### src/rtl/crc5_t.sv
// Transmit-side USB token/handshake serialiser: PID byte, optional token field bytes with CRC5.
// Optional CRC5_T_ERRINJ_EN adds err_inj, which corrupts one CRC bit of token packets.
module crc5_t #(
    parameter logic [4:0]  CRC_INIT   = 5'h1F,
    parameter int unsigned GAP_CYCLES = 2
) (
    input  logic        clk,
    input  logic        rst,
    input  logic        req_valid,
    output logic        req_ready,
    input  logic [3:0]  req_pid,
    input  logic [10:0] req_field,
`ifdef CRC5_T_ERRINJ_EN
    input  logic        err_inj,
`endif
    output logic        req_err,
    output logic        tx_lp_sop,
    output logic        tx_lp_eop,
    output logic        tx_lp_valid,
    output logic [7:0]  tx_lp_data,
    input  logic        tx_lp_ready,
    output logic        busy
);

    typedef enum logic [2:0] {StIdle, StPid, StTok1, StTok2, StGap} state_e;

    localparam logic [3:0] GapLoad = 4'((GAP_CYCLES == 0) ? 0 : GAP_CYCLES - 1);
    localparam state_e     PostEop = (GAP_CYCLES == 0) ? StIdle : StGap;

    state_e      state_q, state_d;
    logic [3:0]  pid_q, pid_d;
    logic [10:0] field_q, field_d;
    logic [4:0]  crc_q, crc_d;
    logic        tok_q, tok_d;
    logic [3:0]  gap_q, gap_d;
    logic        err_q, err_d;

    logic        pid_tok, pid_hs;
    logic [4:0]  crc_calc;

    // Returns the on-wire CRC field: complemented remainder, remainder MSB in field bit 0.
    function automatic logic [4:0] crc5_field(input logic [10:0] field);
        logic [4:0] c;
        logic       fb;
        logic [4:0] res;
        c = CRC_INIT;
        for (int i = 0; i < 11; i++) begin
            fb = field[i] ^ c[4];
            c  = {c[3:0], 1'b0} ^ (fb ? 5'b00101 : 5'b00000);
        end
        for (int i = 0; i < 5; i++) begin
            res[i] = ~c[4-i];
        end
        return res;
    endfunction

    always_comb begin
        pid_tok = 1'b0;
        pid_hs  = 1'b0;
        case (req_pid)
            4'b0001, 4'b1001, 4'b0101, 4'b1101, 4'b0100: pid_tok = 1'b1;
            4'b0010, 4'b1010, 4'b1110, 4'b0110, 4'b1100: pid_hs  = 1'b1;
            default: ;
        endcase
    end

    always_comb begin
        crc_calc = crc5_field(req_field);
`ifdef CRC5_T_ERRINJ_EN
        crc_calc[0] = crc_calc[0] ^ err_inj;
`endif
    end

    always_comb begin
        state_d     = state_q;
        pid_d       = pid_q;
        field_d     = field_q;
        crc_d       = crc_q;
        tok_d       = tok_q;
        gap_d       = gap_q;
        err_d       = 1'b0;
        req_ready   = 1'b0;
        tx_lp_valid = 1'b0;
        tx_lp_sop   = 1'b0;
        tx_lp_eop   = 1'b0;
        tx_lp_data  = 8'h00;
        case (state_q)
            StIdle: begin
                req_ready = 1'b1;
                if (req_valid) begin
                    if (pid_tok || pid_hs) begin
                        pid_d   = req_pid;
                        field_d = req_field;
                        crc_d   = crc_calc;
                        tok_d   = pid_tok;
                        state_d = StPid;
                    end else begin
                        err_d = 1'b1;
                    end
                end
            end
            StPid: begin
                tx_lp_valid = 1'b1;
                tx_lp_sop   = 1'b1;
                tx_lp_eop   = ~tok_q;
                tx_lp_data  = {~pid_q, pid_q};
                if (tx_lp_ready) begin
                    if (tok_q) begin
                        state_d = StTok1;
                    end else begin
                        state_d = PostEop;
                        gap_d   = GapLoad;
                    end
                end
            end
            StTok1: begin
                tx_lp_valid = 1'b1;
                tx_lp_data  = field_q[7:0];
                if (tx_lp_ready) state_d = StTok2;
            end
            StTok2: begin
                tx_lp_valid = 1'b1;
                tx_lp_eop   = 1'b1;
                tx_lp_data  = {crc_q, field_q[10:8]};
                if (tx_lp_ready) begin
                    state_d = PostEop;
                    gap_d   = GapLoad;
                end
            end
            StGap: begin
                if (gap_q == 4'd0) state_d = StIdle;
                else               gap_d   = gap_q - 4'd1;
            end
            default: state_d = StIdle;
        endcase
        // Keep the request port quiet while reset is held.
        if (rst) req_ready = 1'b0;
    end

    always_ff @(posedge clk or posedge rst) begin
        if (rst) begin
            state_q <= StIdle;
            pid_q   <= 4'h0;
            field_q <= 11'h000;
            crc_q   <= 5'h00;
            tok_q   <= 1'b0;
            gap_q   <= 4'h0;
            err_q   <= 1'b0;
        end else begin
            state_q <= state_d;
            pid_q   <= pid_d;
            field_q <= field_d;
            crc_q   <= crc_d;
            tok_q   <= tok_d;
            gap_q   <= gap_d;
            err_q   <= err_d;
        end
    end

    assign req_err = err_q;
    assign busy    = (state_q != StIdle);

endmodule

### config.mk
export PLATFORM = sky130hd
export DESIGN_NAME = crc5_t
export DESIGN_NICKNAME = d
export VERILOG_FILES = /design/src/rtl/crc5_t.sv
export SDC_FILE = /design/constraint.sdc
export NUM_CORES = 1
export LEC_CHECK = 0
export BUFFER_PORTS_ARGS = -buffer_cell sky130_fd_sc_hd__buf_2
export CORE_ASPECT_RATIO = 0.6
export CORE_MARGIN = 2
export CORE_UTILIZATION = 55
export CTS_BUF_LIST = sky130_fd_sc_hd__clkbuf_4
export CTS_CLUSTER_DIAMETER = 200
export CTS_CLUSTER_SIZE = 10
export DETAILED_ROUTE_END_ITERATION = 12
export GPL_ROUTABILITY_DRIVEN = 0
export PLACE_DENSITY = 0.8
export SYNTH_ARGS = -nofsm -noshare
export SYNTH_HDL_FRONTEND = slang
export SYNTH_SLANG_ARGS = --single-unit
### constraint.sdc
create_clock -name clk -period 4.9 [get_ports clk]
set_clock_uncertainty 0.05 [all_clocks]
set_input_delay 0.49 -clock clk [delete_from_list [all_inputs] [get_ports clk]]
set_output_delay 0.49 -clock clk [all_outputs]
set_load 0.005 [all_outputs]
==> summary.txt <==
outcome - finished, final reports clean
total power - 1.10 mW
fin worst setup slack - 2.40 ns
post-synthesis instance area - 1670 sq um
Hold Path Class - primary input to flip-flop
Final ANT Viol Nets - 0
Clk pin slew, worst setup/hold paths - 0.10 ns
Setup CP Type - flip-flop to flip-flop
Post-synth ARST share - 100%
overall routing resource usage - 22.1%
nets - 205
Psw - 0.418 mW
worst slack, placed - 2.43 ns
Critical Path AT - 2.67 ns
Sw Ratio - 37.9%
most frequent cells in the layout - buf_2, dfrtp_1, nor2_1
clock group share of total power - 12.5%
Remaining Overflow, GRT - 0
CTS Sinks - 29
die area - 3520 sq um
Chip Width - 75.2 um
Worst-Margin Slew - 1.10 ns
Max rail drop VDD - 0.289 mV
post-route design area - 1870 sq um
Final Setup Violations - 0
initial antenna violation count - 0
Reg2Reg Setup Slack - 2.40 ns
diodes inserted - 0
Reg2Reg Depth - 3
Setup crit end kind - flip-flop
Starting Density - 57.9%
Internal - 0.685 mW
Syn Area/Cell - 10.9 sq um
Combinational Power Share - 45.2%
crit share post-route - 51.1%
Root Driver - clkbuf_4
Layout fillers - 240
vias in the first global route - 1178
register area - 726 sq um
drt wl/cell - 15.1 um
commonest non-fill, non-tap cell in the layout - buf_2
Max-Cap Viols - 0
Final Hold Fails - 0
Sequential Power Share - 42.3%
hold path depth - 2
Final HPWL DP - 2.57 mm
Syn Nets - 174
largest net degree at the start of global routing - 30
FP Rows - 15
final setup TNS - 0 ns
Clock Path Buffers - 2
initial drt markers - 58
first-pass GRT wire length - 5.47 mm
CTS Buf Count - 5
Reg-to-Reg End - field_q[1]$_DFFE_PP0P_
Yosys cell types - 32
Synth Warn # - 0
CTS tree - built
CP required - 5.07 ns
Main synth FF type - dfrtp_1
Yosys reg bits - 29
RR Startpoint - state_q[0]$_DFFE_PP0P_
DRC - 0
Resize count post-CTS - 0
PwrDens - 590 nW/um^2
number of iterations in the first detailed-routing pass - 4
Clock Latency Late Sink - 0.34 ns
Max-slew headroom - 26.8%
Area growth syn-to-layout - 11.6%
min-delay src - req_pid[1]
Crit Path Max Fanout - 25
post-cts hold buffer count - 0
Slew Viols, Final - 0
sequential area share after synthesis - 43.3%
Syn Inst Count - 154
die height - 46.7 um
area of the multi-input gates - 861 sq um
PortBufs - 32
vias per cell - 5.25
Placed Area - 1820 sq um
# H-tree levels - 2
Leak - 0.931 nW
IO Pins - 33
WL final - 3.44 mm
unrepaired setup endpoints after global routing - no
fraction of layout cells with a size suffix above 1 - 33.9%
Post CTS Setup Buffer Count - 0
EDFF count, synth - 0
vias post-DR - 1197
fin crit period - 2.50 ns
startpoint class of the critical path - flip-flop
core area - 2890 sq um
Worst Hold Path EP - tok_q$_DFFE_PP0P_
fmax - 0.400 GHz
routing by layer:
metal / vias up / wire length (um) / part of all wire, % / GRT usage [%]
met2: 23 / 1580 / 46 / 31.4
met4: 0 / 27 / 0.79 / 8.77
met3: 2 / 133 / 3.9 / 6.44
met5: - / 0 / 0 / 0
li1: 591 / - / - / -
met1: 581 / 1700 / 50 / 32.4
through the flow:
step / hold WS [ns] / std cells / util (%)
6_report: 0.337 / 228 / 64.6
2_1_floorplan: 0.394 / 154 / -
3_3_place_gp: 0.412 / 220 / 62.9
5_1_grt: 0.327 / 228 / 64.6
3_5_place_dp: 0.425 / 220 / 62.9
4_1_cts: 0.326 / 228 / 64.6
area by class of cell:
class	count	area share, %
clock buffers	5	2.01
clock inverters	3	0.670
inverters	5	1.00
multi-input cells	112	46.1
flip-flops and latches	29	38.8
well taps	42	2.81
repair buffers	32	8.57
state kept, by name, indices dropped and copies added (netlist names):
| name | count |
|---|---|
| crc_q | 5 |
| field_q | 11 |
| gap_q | 4 |
| pid_q | 4 |
| req_err | 1 |
| state_q | 3 |
| tok_q | 1 |
worst max path at each step:
stage,slack (ns),depth (start not counted),from,to
3_5_place_dp,2.43,3,state_q[0]$_DFFE_PP0P_,field_q[5]$_DFFE_PP0P_
6_report,2.40,3,state_q[0]$_DFFE_PP0P_,field_q[1]$_DFFE_PP0P_
5_1_grt,2.33,3,state_q[0]$_DFFE_PP0P_,field_q[1]$_DFFE_PP0P_
2_1_floorplan,2.90,6,state_q[1]$_DFFE_PP0P_,field_q[0]$_DFFE_PP0P_
4_1_cts,2.41,3,state_q[0]$_DFFE_PP0P_,field_q[1]$_DFFE_PP0P_
3_3_place_gp,2.52,3,state_q[0]$_DFFE_PP0P_,field_q[10]$_DFFE_PP0P_
synthesized netlist by cell type (all sizes together), types with 3 or more instances:
master | instances | share of area [%]
nor2 | 23 | 5.2
dfrtp | 29 | 43
xnor2 | 10 | 5.2
buf | 4 | 3.2
xor2 | 6 | 3.1
clkbuf | 4 | 0.90
a21oi | 9 | 2.7
nor3 | 3 | 0.90
mux2 | 23 | 18
nand2 | 8 | 1.8
inv | 5 | 1.1
o21ai | 6 | 1.8
a22oi | 4 | 1.8
power groups by stage:
stage          Combinational [mW]  Sequential, mW  Clock, mW
2_1_floorplan               0.439           0.399          0
3_3_place_gp                0.475           0.458          0
3_5_place_dp                0.502           0.466          0
4_1_cts                     0.503           0.463      0.142
5_1_grt                     0.554           0.482      0.154
6_report                    0.499           0.466      0.138
critical path: stages (launching register included):
cell	delay (ns)
dfrtp_1	0.62
or4b_4	0.64
a211o_1	0.62
mux2_4	0.45
cell families after synthesis:
family / synth area share [%]
muxes: 17.7
buffers and inverters: 5.23
and+or+nand+nor: 13.5
DFF: 43.3
AOI/OAI and AO/OA: 8.37
adders and majority gates: 0.747
xor gates and xnor gates: 11.1
Power figures use the tool's default switching activity.
